File: config.mk
export PLATFORM = sky130hd
export DESIGN_NAME = dac_frame_rx
export DESIGN_NICKNAME = d
export VERILOG_FILES = /design/src/rtl/dac_pkg.sv /design/src/rtl/dac_frame_decode.sv /design/src/rtl/dac_frame_rx.sv
export SDC_FILE = /design/constraint.sdc
export NUM_CORES = 1
export LEC_CHECK = 0
export CAP_MARGIN = 15
export CORE_MARGIN = 5
export CORE_UTILIZATION = 38
export DETAILED_ROUTE_END_ITERATION = 6
export GPL_TIMING_DRIVEN = 0
export PLACE_DENSITY = 0.61
export SYNTH_ARGS = -nofsm -noshare
export SYNTH_HDL_FRONTEND = slang
export SYNTH_HIERARCHICAL = 1
export SYNTH_SLANG_ARGS = --single-unit
File: constraint.sdc
create_clock -name clk -period 3.2 [get_ports clk]
set_input_delay 0.64 -clock clk [delete_from_list [all_inputs] [get_ports clk]]
set_output_delay 0.64 -clock clk [all_outputs]
set_load 0.02 [all_outputs]
File: src/rtl/dac_pkg.sv
// ============================================================================
// Module   : dac_pkg
// Brief    : Frame constants and receiver FSM states shared by the DAC driver
//            and the frame receiver.
// Revision : 1.0
// ============================================================================
`default_nettype none

package dac_pkg;

   localparam int          FRAME_BITS = 32;
   localparam int          CODE_W     = 12;
   localparam logic [31:0] SETUP_WORD = 32'h0800_0001;
   localparam logic [11:0] CMD_PREFIX = 12'h030;

   typedef enum logic [1:0] {
      SYNC  = 2'd0,
      IDLE  = 2'd1,
      SHIFT = 2'd2
   } state_t;

endpackage

`default_nettype wire

File: src/rtl/dac_frame_decode.sv
// ============================================================================
// Module   : dac_frame_decode
// Brief    : Combinational classifier of a received frame (word, bit count)
//            into setup / data / length-error / command-error, plus code field.
// Revision : 1.0
// ============================================================================
`default_nettype none

module dac_frame_decode #(
   parameter int                FRAME_BITS = 32,
   parameter int                CODE_W     = 12,
   parameter int                CNT_W      = 6,
   parameter logic [31:0]       SETUP_WORD = 32'h0800_0001,
   parameter logic [11:0]       CMD_PREFIX = 12'h030
) (
   input  logic [FRAME_BITS-1:0] word,
   input  logic [CNT_W-1:0]      count,
   output logic                  is_setup,
   output logic                  is_data,
   output logic                  len_bad,
   output logic                  cmd_bad,
   output logic [CODE_W-1:0]     code
);

   // Frame layout: prefix in the top 12 bits, code below it, reserved low field.
   localparam int               LOW_W  = FRAME_BITS - 12 - CODE_W;
   localparam logic [CNT_W-1:0] c_full = CNT_W'(FRAME_BITS);

   logic w_prefix_ok;
   logic w_low_zero;

   always_comb begin
      w_prefix_ok = (word[FRAME_BITS-1 -: 12] == CMD_PREFIX);
      w_low_zero  = (word[LOW_W-1:0] == '0);
      len_bad     = (count != c_full);
      is_setup    = !len_bad && (word == FRAME_BITS'(SETUP_WORD));
      is_data     = !len_bad && !is_setup && w_prefix_ok && w_low_zero;
      cmd_bad     = !len_bad && !is_setup && !is_data;
      code        = word[LOW_W +: CODE_W];
   end

endmodule

`default_nettype wire

File: src/rtl/dac_frame_rx.sv
// ============================================================================
// Module   : dac_frame_rx
// Brief    : Deserialises cs/mosi frames from the DAC driver, tracks setup,
//            delivers DAC codes on valid/ready and flags malformed traffic.
// Revision : 1.0
// ============================================================================
`default_nettype none

module dac_frame_rx #(
   parameter int          FRAME_BITS = dac_pkg::FRAME_BITS,
   parameter logic [31:0] SETUP_WORD = dac_pkg::SETUP_WORD,
   parameter logic [11:0] CMD_PREFIX = dac_pkg::CMD_PREFIX,
   parameter int          CODE_W     = dac_pkg::CODE_W
) (
   input  logic                  clk,
   input  logic                  rst_n,
   input  logic                  cs,
   input  logic                  mosi,
   output logic [CODE_W-1:0]     code,
   output logic                  code_valid,
   input  logic                  code_ready,
   output logic                  configured,
   output logic [FRAME_BITS-1:0] frame_word,
   output logic                  frame_done,
   output logic                  err_len,
   output logic                  err_cmd,
   output logic                  err_seq,
   output logic                  overrun
);

   import dac_pkg::*;

   // Counter saturates at FRAME_BITS+1 so long frames stay distinguishable.
   localparam int               CNT_W  = $clog2(FRAME_BITS + 2);
   localparam logic [CNT_W-1:0] c_full = CNT_W'(FRAME_BITS);

   state_t                r_state;
   state_t                w_next;
   logic [FRAME_BITS-1:0] r_shreg;
   logic [CNT_W-1:0]      r_count;
   logic                  w_first;
   logic                  w_shift;
   logic                  w_decode;
   logic                  w_is_setup;
   logic                  w_is_data;
   logic                  w_len_bad;
   logic                  w_cmd_bad;
   logic [CODE_W-1:0]     w_code;
   logic                  w_blocked;
   logic                  w_data_ok;

   dac_frame_decode #(
      .FRAME_BITS (FRAME_BITS),
      .CODE_W     (CODE_W),
      .CNT_W      (CNT_W),
      .SETUP_WORD (SETUP_WORD),
      .CMD_PREFIX (CMD_PREFIX)
   ) u_decode (
      .word     (r_shreg),
      .count    (r_count),
      .is_setup (w_is_setup),
      .is_data  (w_is_data),
      .len_bad  (w_len_bad),
      .cmd_bad  (w_cmd_bad),
      .code     (w_code)
   );

   always_ff @(posedge clk or negedge rst_n) begin
      if (!rst_n) r_state <= SYNC;
      else        r_state <= w_next;
   end

   always_comb begin
      w_next   = r_state;
      w_first  = 1'b0;
      w_shift  = 1'b0;
      w_decode = 1'b0;
      case (r_state)
         SYNC:  if (cs) w_next = IDLE;
         IDLE:  if (!cs) begin
                   w_first = 1'b1;
                   w_next  = SHIFT;
                end
         SHIFT: if (cs) begin
                   w_decode = 1'b1;
                   w_next   = IDLE;
                end else begin
                   w_shift = 1'b1;
                end
         default: w_next = SYNC;
      endcase
   end

   always_ff @(posedge clk or negedge rst_n) begin
      if (!rst_n) begin
         r_shreg <= '0;
         r_count <= '0;
      end else if (w_first) begin
         r_shreg <= FRAME_BITS'(mosi);
         r_count <= CNT_W'(1);
      end else if (w_shift) begin
         if (r_count < c_full)
            r_shreg <= {r_shreg[FRAME_BITS-2:0], mosi};
         if (r_count <= c_full)
            r_count <= r_count + CNT_W'(1);
      end
   end

   always_comb begin
      w_blocked = code_valid && !code_ready;
      w_data_ok = w_decode && w_is_data && configured;
   end

   always_ff @(posedge clk or negedge rst_n) begin
      if (!rst_n) begin
         code       <= '0;
         code_valid <= 1'b0;
         configured <= 1'b0;
         frame_word <= '0;
         frame_done <= 1'b0;
         err_len    <= 1'b0;
         err_cmd    <= 1'b0;
         err_seq    <= 1'b0;
         overrun    <= 1'b0;
      end else begin
         frame_done <= w_decode;
         err_len    <= w_decode && w_len_bad;
         err_cmd    <= w_decode && w_cmd_bad;
         err_seq    <= w_decode && w_is_data && !configured;
         overrun    <= w_data_ok && w_blocked;
         if (w_decode)
            frame_word <= r_shreg;
         if (w_decode && w_is_setup)
            configured <= 1'b1;
         // A load on the accepting edge keeps valid high with the fresh code.
         if (w_data_ok && !w_blocked) begin
            code       <= w_code;
            code_valid <= 1'b1;
         end else if (code_valid && code_ready) begin
            code_valid <= 1'b0;
         end
      end
   end

endmodule

`default_nettype wire

# Word-level counts from Yosys, hierarchy flattened
# Index checks and enable logic that the tools add are counted.
# word_totals
regBits	91
out_inout_bits	51
elab_cells	69
# op_classes
add_sub_neg	1
n_lt_le_gt_ge	2
eq_ne	7
n_mux	16
reduce_logical	31
# op_table
op	count
2-to-1 mux 32 bit	3
equality test 32 x 28 -> 1 bit, second input constant	1
2-to-1 mux 6 bit	3
logical AND 1 bit	15
equality test 12 x 6 -> 1 bit, second input constant	1
zero test 8 bit	1
nonzero test 2 bit	4
2-to-1 mux 1 bit	7
adder 6 x 1 -> 6 bit, second input constant	1
less-or-equal comparator 6 bit, second input constant	1
zero test 1 bit	6
< comparator 6 bit, second input constant	1
inequality test 6 bit, second input constant	1
AND reduction 2 bit	3
2-to-1 mux 2 bit	2
one-hot mux 2 bit (2 select lines)	1
equality test 2 x 1 -> 1 bit, second input constant	1
equality test 2 bit, second input constant	1
zero test 2 bit	1
inequality test 2 x 1 -> 1 bit, second input constant	1
inequality test 2 bit, second input constant	1
OR reduction 2 bit	1

# Longest topological paths before layout
# Gate-level depths: netlist of run 1.
# depth
word_depth	11
depth_mapped	7
ltp_nobuf	5

# Modules after synthesis
# Netlist of run 1, hierarchy kept.
# modules_own_cells
module	instances	cells_each	area_each_um2	seq_area_each_um2
dac_frame_rx	1	368	3622.2	2277.2
dac_frame_decode	1	32	260.2	0.0

# Least setup slack after synthesis of run 1
# OpenSTA, ideal clock, no wires.
# synth_path
path_kind	input-to-reg
start	input port cs
end	register code[10]
setup_time_ns	0.125
arrival_ns	1.809
required_ns	3.075
setup_slack_ns	1.266
stages	6
path_buffers	2
path_cell_list	buf_2 nand3b_1 inv_1 and4_1 buf_4 mux2_2
# synth_via
elab_chain_len	5
# synth_rtl
element	line	source
start, declared	dac_frame_rx.sv:17	input logic cs,
2-to-1 mux 1 bit	dac_frame_rx.sv:84	SHIFT: if (cs) begin
2-to-1 mux 1 bit	dac_frame_rx.sv:78	case (r_state)
logical AND 1 bit (2 in series)	dac_frame_rx.sv:111	w_data_ok = w_decode && w_is_data && configured;
logical AND 1 bit	dac_frame_rx.sv:136	if (w_data_ok && !w_blocked) begin
end signal, assigned	dac_frame_rx.sv:137	code <= w_code;
end, declared	dac_frame_rx.sv:19	output logic [CODE_W-1:0] code,
# Every way passes these cells.
# A chain may end at the register's enable or synchronous reset.

# Final worst setup path of run 1
# layout_path
start	register r_shreg[26]
end	register code[10]
# layout_via
elab_chain_len	9
word_cells_on_any_way	10
cone_classes	2 x eq/ne; 8 x reduce/logical
# layout_rtl
element	line	source
start, declared	dac_frame_rx.sv:39	logic [FRAME_BITS-1:0] r_shreg;
start signal, assigned	dac_frame_rx.sv:99	r_shreg <= FRAME_BITS'(mosi);
start signal, assigned	dac_frame_rx.sv:103	r_shreg <= {r_shreg[FRAME_BITS-2:0], mosi};
equality test 32 x 28 -> 1 bit	dac_frame_decode.sv:36	is_setup = !len_bad && (word == FRAME_BITS'(SETUP_WORD));
logical AND 1 bit	dac_frame_decode.sv:36	
zero test 1 bit	dac_frame_decode.sv:37	is_data = !len_bad && !is_setup && w_prefix_ok && w_low_zero;
logical AND 1 bit	dac_frame_decode.sv:37	
logical AND 1 bit (*) (2 in series)	dac_frame_decode.sv:37	
via w_is_data	dac_frame_rx.sv:45	logic w_is_data;
logical AND 1 bit (*) (2 in series)	dac_frame_rx.sv:111	
logical AND 1 bit (*)	dac_frame_rx.sv:136	
# Mark *: on every way through the listed nets, which the timed path passes. The rest lies on a longest branch.

==> results of run 1 <==
## cells by family (layout without fill, tap and decap cells)
family / after synthesis / after routing
simple gates: 211 / 211
compound gates: 44 / 44
xor+xnor: 1 / 1
fa+ha+maj: 2 / 2
buf+inv: 37 / 108
flops: 91 / 91
mux: 14 / 14
## power by group
part,internal [W],total (W),switching [W]
Clock,0.000302,0.000716,0.000414
Sequential,0.00118,0.00121,0.0000335
Combinational,0.0000810,0.000211,0.000130
## stage by stage
step	hold slack, ns	setup TNS, ns	total power [W]
2_1_floorplan	0.3444	0	0.001354
3_3_place_gp	0.4631	-168.77	0.001441
3_5_place_dp	0.4620	0	0.001450
4_1_cts	0.2496	0	0.002167
5_1_grt	0.2792	0	0.002242
6_report	0.2356	0	0.002139
## flip-flops by register name (all words and copies together) (netlist names)
signal,flops
err_seq,1
code,12
r_count,6
overrun,1
frame_word,32
frame_done,1
configured,1
r_state,2
r_shreg,32
err_cmd,1
err_len,1
code_valid,1
## layer usage
metal / up-vias / part of all wire (%) / global-route usage, %
li1: 1438 / - / -
met1: 1383 / 48 / 19.40
met2: 56 / 46 / 22.37
met3: 14 / 4.0 / 2.620
met4: 0 / 1.8 / 5.109
met5: - / 0 / 0
## cells in the final DEF, fill, tap and decap left out, drive strengths merged, types with 3 or more instances in the layout
master	instances
clkbuf	24
mux2	12
and4	3
nand3	4
inv	5
dfrtp	91
clkinvlp	4
nor4b	4
nand2	162
a21oi	34
buf	21
nor2b	3
clkdlybuf4s50	54
and2	3
nor3b	4
nor2	6
nor4	6
nand4	4
o21ai	5
## how the worst max path moves through the flow
stage,start,end,cells past startpoint
after detailed placement,cs,code[10],7
final,r_shreg[26],code[10],6
after CTS,cs,code[10],7
after floorplan,cs,code[10],6
after global routing,r_shreg[20],code[9],6
after global placement,rst_n,r_count[0],1
## synthesized netlist by cell type (2+ instances only)
cell / count / area [um^2]
clkbuf_1: 14 / 52.55
mux2i_1: 2 / 20.02
mux2_2: 12 / 135.1
nor2b_1: 3 / 18.77
o21ai_0: 5 / 25.02
nor3b_1: 2 / 15.01
nor2_1: 6 / 22.52
and4_1: 3 / 26.28
nand2b_1: 2 / 12.51
nor4_2: 4 / 50.05
dfrtp_1: 91 / 2277
nand4_1: 4 / 25.02
nor4b_2: 2 / 30.03
buf_2: 5 / 25.02
nor4_1: 2 / 12.51
nand3_1: 4 / 20.02
nand2_1: 162 / 608.1
nor4b_1: 2 / 17.52
or4b_1: 2 / 20.02
a21oi_1: 34 / 170.2
and2_1: 3 / 18.77
ha_1: 2 / 25.02
buf_4: 13 / 97.59
inv_1: 4 / 15.01
nor3b_2: 2 / 25.02
## layout make-up
class,instances,area [um^2]
plain buffers,33,178.9
multi-input cells,272,1411
flip-flops and latches,91,2277
inverters,4,15.01
fillers,964,5334
well taps,136,170.2
repair buffers,56,575.6
clock buffers,10,137.6
clock inverters,5,38.79
==> out/qor.csv, run 1 <==
metric,value,unit
crit_path_max_incr_delay,0.44,ns
die_x,111.1,um
viasPerCell,4.763,
clock_tree.htree_level_count,3,
dp_hpwl,5964,um
drive_gt1_share,11.89,%
syn_nets,407,
clock_path_buffers,2,
slowest_stage,dfrtp_1,
cp_data_arrival_time,2.62,ns
crit_fanout,10,
drt_iter0_drc,105,
routed-via-count,2891,
place.gp.congestion,0.7878,
worstHoldPathType,in2async,
path_class,reg2reg,
leakage,2.261,nW
worst_slew_pin_slew,0.5942,ns
finClkSkew,0.008430,ns
placedCellCount,592,
io_pins,56,
slew_violations,0,
synth_cell_types,40,
endpoint_kind,flip-flop,
cts_sinks,91,
r2r_start,r_shreg[26],
dr.pass1.iters,4,
grt_max_degree,55,
fin_crit_sh,73.99,%
grtUsageTotal,14.10,%
synth_cells,400,
synth_seq_cells,91,
post_cts_buffers,0,
grt_pass1_wl,14440,um
die_h,111.1,um
grt_overflow,0,
cts_hold_buf,0,
synth_compound_area_share,6.026,%
synth-edff-count,0,
crit_family,simple AND/OR/NAND/NOR gates,
clock-root-buffer,clkbuf_8,
cts_made_buffers,9,
synth.avg_cell_area,9.706,um^2
final.setup.worst_slack,0.8323,ns
start_kind,flip-flop,
synth_mux_area_share,3.996,%
cts_tree,built,
relSlewSlack,60.22,%
async_flop_share,100.0,%
cp_cell_sequence,"nor4_2, nand4_1, nor3_1, and4_1, buf_4, mux2_2",
setup_viol,0,
synth-simple-area-share,25.46,%
syn2layout_area_growth,23.75,%
die-area,12340,um^2
peakVddDrop,182.2,uV
clk_latency,0.36,ns
synth_area,3882,um^2
fin_nets,474,
routedWlPerCell,13.93,um
worstPathRequired,3.45,ns
drv_cap,0,
ctsResizeCount,0,
synth_ff_type,dfrtp_1,
utilization,47.39,%
synthAdderAreaFrac,0.6445,%
ys_seq_area_share,58.65,%
postLayoutCellArea,4805,um^2
fmax,0.4223,GHz
yosysWarningCount,6,
place_ws,0.4687,ns
clkTransAtPathRegs,0.09,ns
status,"finished, final reports clean",
antenna_found_initial,0,
port-buffer-count,55,
finalNonFillerCells,607,
p_per_area,445.2,nW/um^2
std_cell_rows,37,
r2r_cells,6,
synth_top_family_by_area,simple AND/OR/NAND/NOR gates,
core_area,10140,um^2
drc_errors,0,
grt_pass1_vias,2921,
drtAntennaViolNets,0,
wirelength,8457,um
dpl_cell_area,4628,um^2
initial_core_util,38.29,%
r2r_slack,0.83,ns
rsz0062_at_grt,false,
hold_viol,0,
num_antenna_cells,0,
synthXorXnorAreaFrac,0.2256,%
crit_buf_inv,1,
regToRegEndpoint,code[10],
min_period,2.368,ns
Power figures use the tool's default switching activity.
==> run 2, diff against run 1 <==
- clock period: 3.2 -> 2.25 ns (I/O delays scaled with it)
==> run 2 against run 1 <==
Worst setup slack lost 0.79 ns; clock skew grew 0.00098 ns; via count grew 0.28%; die area is the same; critical path type unchanged; largest cell class unchanged; highest routed layer unchanged.
==> out/qor.csv, run 2 (synthesis gave the netlist of run 1 again) <==
metric,value,unit,change
clock_path_buffers,2,,unchanged
setup_tns,0,ns,unchanged
finalNonFillerCells,609,,+0.33%
clk_latency,0.36,ns,about the same
setup_viol,0,,unchanged
syn2layout_area_growth,24.98,%,
status,"finished, final reports clean",,
worstPathRequired,2.50,ns,-0.95 ns
path_class,reg2reg,,
initial_core_util,38.29,%,unchanged
wirelength,8436,um,-0.25%
r2r_cells,6,,unchanged
die_h,111.1,um,unchanged
antenna_found_initial,0,,unchanged
cts_sinks,91,,unchanged
p_total,0.003046,W,+42%
start_kind,flip-flop,,
die-area,12340,um^2,unchanged
leakage,2.289,nW,+1.3%
fin_crit_sh,98.32,%,+24 points
hold_viol,0,,unchanged
die_x,111.1,um,unchanged
core_area,10140,um^2,unchanged
grt_overflow,0,,unchanged
slew_violations,0,,unchanged
num_antenna_cells,0,,unchanged
finClkSkew,0.009408,ns,+0.0009774 ns
cts_made_buffers,9,,unchanged
routedWlPerCell,13.85,um,-0.58%
mostFrequentLayoutCells,"162 x nand2_1, 91 x dfrtp_1, 54 x clkdlybuf4s50_1, 34 x a21oi_1, 16 x buf_4",,
r2r_start,r_shreg[26],,
place.gp.congestion,0.7878,,unchanged
crit_fanout,10,,unchanged
placedCellCount,592,,unchanged
grt_pass1_vias,2929,,+0.27%
utilization,47.86,%,+0.47 points
cts_hold_buf,0,,unchanged
worst_slew_pin_slew,0.5904,ns,-0.003778 ns
drtAntennaViolNets,0,,unchanged
clock_tree.htree_level_count,3,,unchanged
drive_gt1_share,12.68,%,+0.80 points
drt_iter0_drc,119,,+13%
std_cell_rows,37,,unchanged
p_per_area,627.7,nW/um^2,+41%
peakVddDrop,258.0,uV,+42%
routed-via-count,2899,,+0.28%
cts_tree,built,,
drv_cap,0,,unchanged
relSlewSlack,60.47,%,+0.25 points
clock-root-buffer,clkbuf_8,,
fillers,958,,-0.62%
dr.pass1.iters,4,,unchanged
clkTransAtPathRegs,0.09,ns,about the same
final.setup.worst_slack,0.03771,ns,-0.7946 ns
viasPerCell,4.760,,about the same
cp_data_arrival_time,2.46,ns,-0.16 ns
drc_errors,0,,unchanged
place_ws,-0.2913,ns,-0.7600 ns
grtUsageTotal,14.10,%,unchanged
grt_pass1_wl,14440,um,unchanged
min_period,2.212,ns,-0.1554 ns
regToRegEndpoint,code[10],,
io_pins,56,,unchanged
endpoint_kind,flip-flop,,
layout_commonest_cell,nand2_1,,
r2r_slack,0.04,ns,-0.79 ns
dp_hpwl,5964,um,unchanged
fmax,0.4520,GHz,+7.0%
worstHoldPathType,in2async,,
top_regs,"frame_word x32, r_shreg x32, code x12",,
port-buffer-count,55,,unchanged
grt_max_degree,55,,unchanged
fin_nets,476,,+0.42%
-- run 2: metrics by stage --
step,cell area (um^2),hold WS [ns]
finish,4852,0.04812
detailed placement,4628,0.4598
CTS,4810,0.05965
global route,4852,0.08921
global placement,4603,0.4631
floorplan,3882,0.1544
-- run 2: per-layer routing --
layer,vias to the layer above,GRT usage [%],part of all wire [%]
li1,1441,-,-
met1,1387,19.37,48
met2,60,22.41,46
met3,11,2.620,4.2
met4,0,5.109,1.5
met5,-,0,0
-- run 2: critical path, stage by stage, from the launching register on --
cell	delay, ns
dfrtp_1	0.45
nor4_4	0.36
nand4_1	0.20
nor3_2	0.23
and4_2	0.29
buf_4	0.21
mux2_2	0.35
-- run 2: final cells by class --
type                    count  area, um^2  share of cell area, %
multi-input cells         272        1444                  29.76
flip-flops and latches     91        2277                  46.93
plain buffers              33       178.9                  3.687
clock buffers              10       137.6                  2.837
well taps                 136       170.2                  3.507
inverters                   4       15.01                 0.3094
clock inverters             5       38.79                 0.7994
repair buffers             58       590.6                  12.17
-- run 2: how the worst max path moves through the flow --
stage / startpoint / end / slack, ns / cells after the start
detailed placement: cs / code[10] / -0.29 / 7
CTS: r_shreg[26] / code[10] / 0.004 / 6
floorplan: r_shreg[5] / code[10] / 0.33 / 6
global placement: rst_n / r_count[0] / -2.62 / 1
global route: r_shreg[26] / code[9] / -0.02 / 6
finish: r_shreg[26] / code[10] / 0.04 / 6
-- run 2: what timing repair did --
action,CTS,global route
setup endpoints to repair,10,10
pin swaps,0,2
buffers inserted,0,2
gates resized for setup,1,4
-- run 2: report_power, final --
part / internal [W] / total, W / switching (W) / leakage (nW)
clock: 0.000429 / 0.00102 / 0.000587 / 0.0770
sequential: 0.00168 / 0.00172 / 0.0000479 / 1.26
combinational: 0.000120 / 0.000305 / 0.000186 / 0.952
total: 0.00222 / 0.00305 / 0.000821 / 2.29
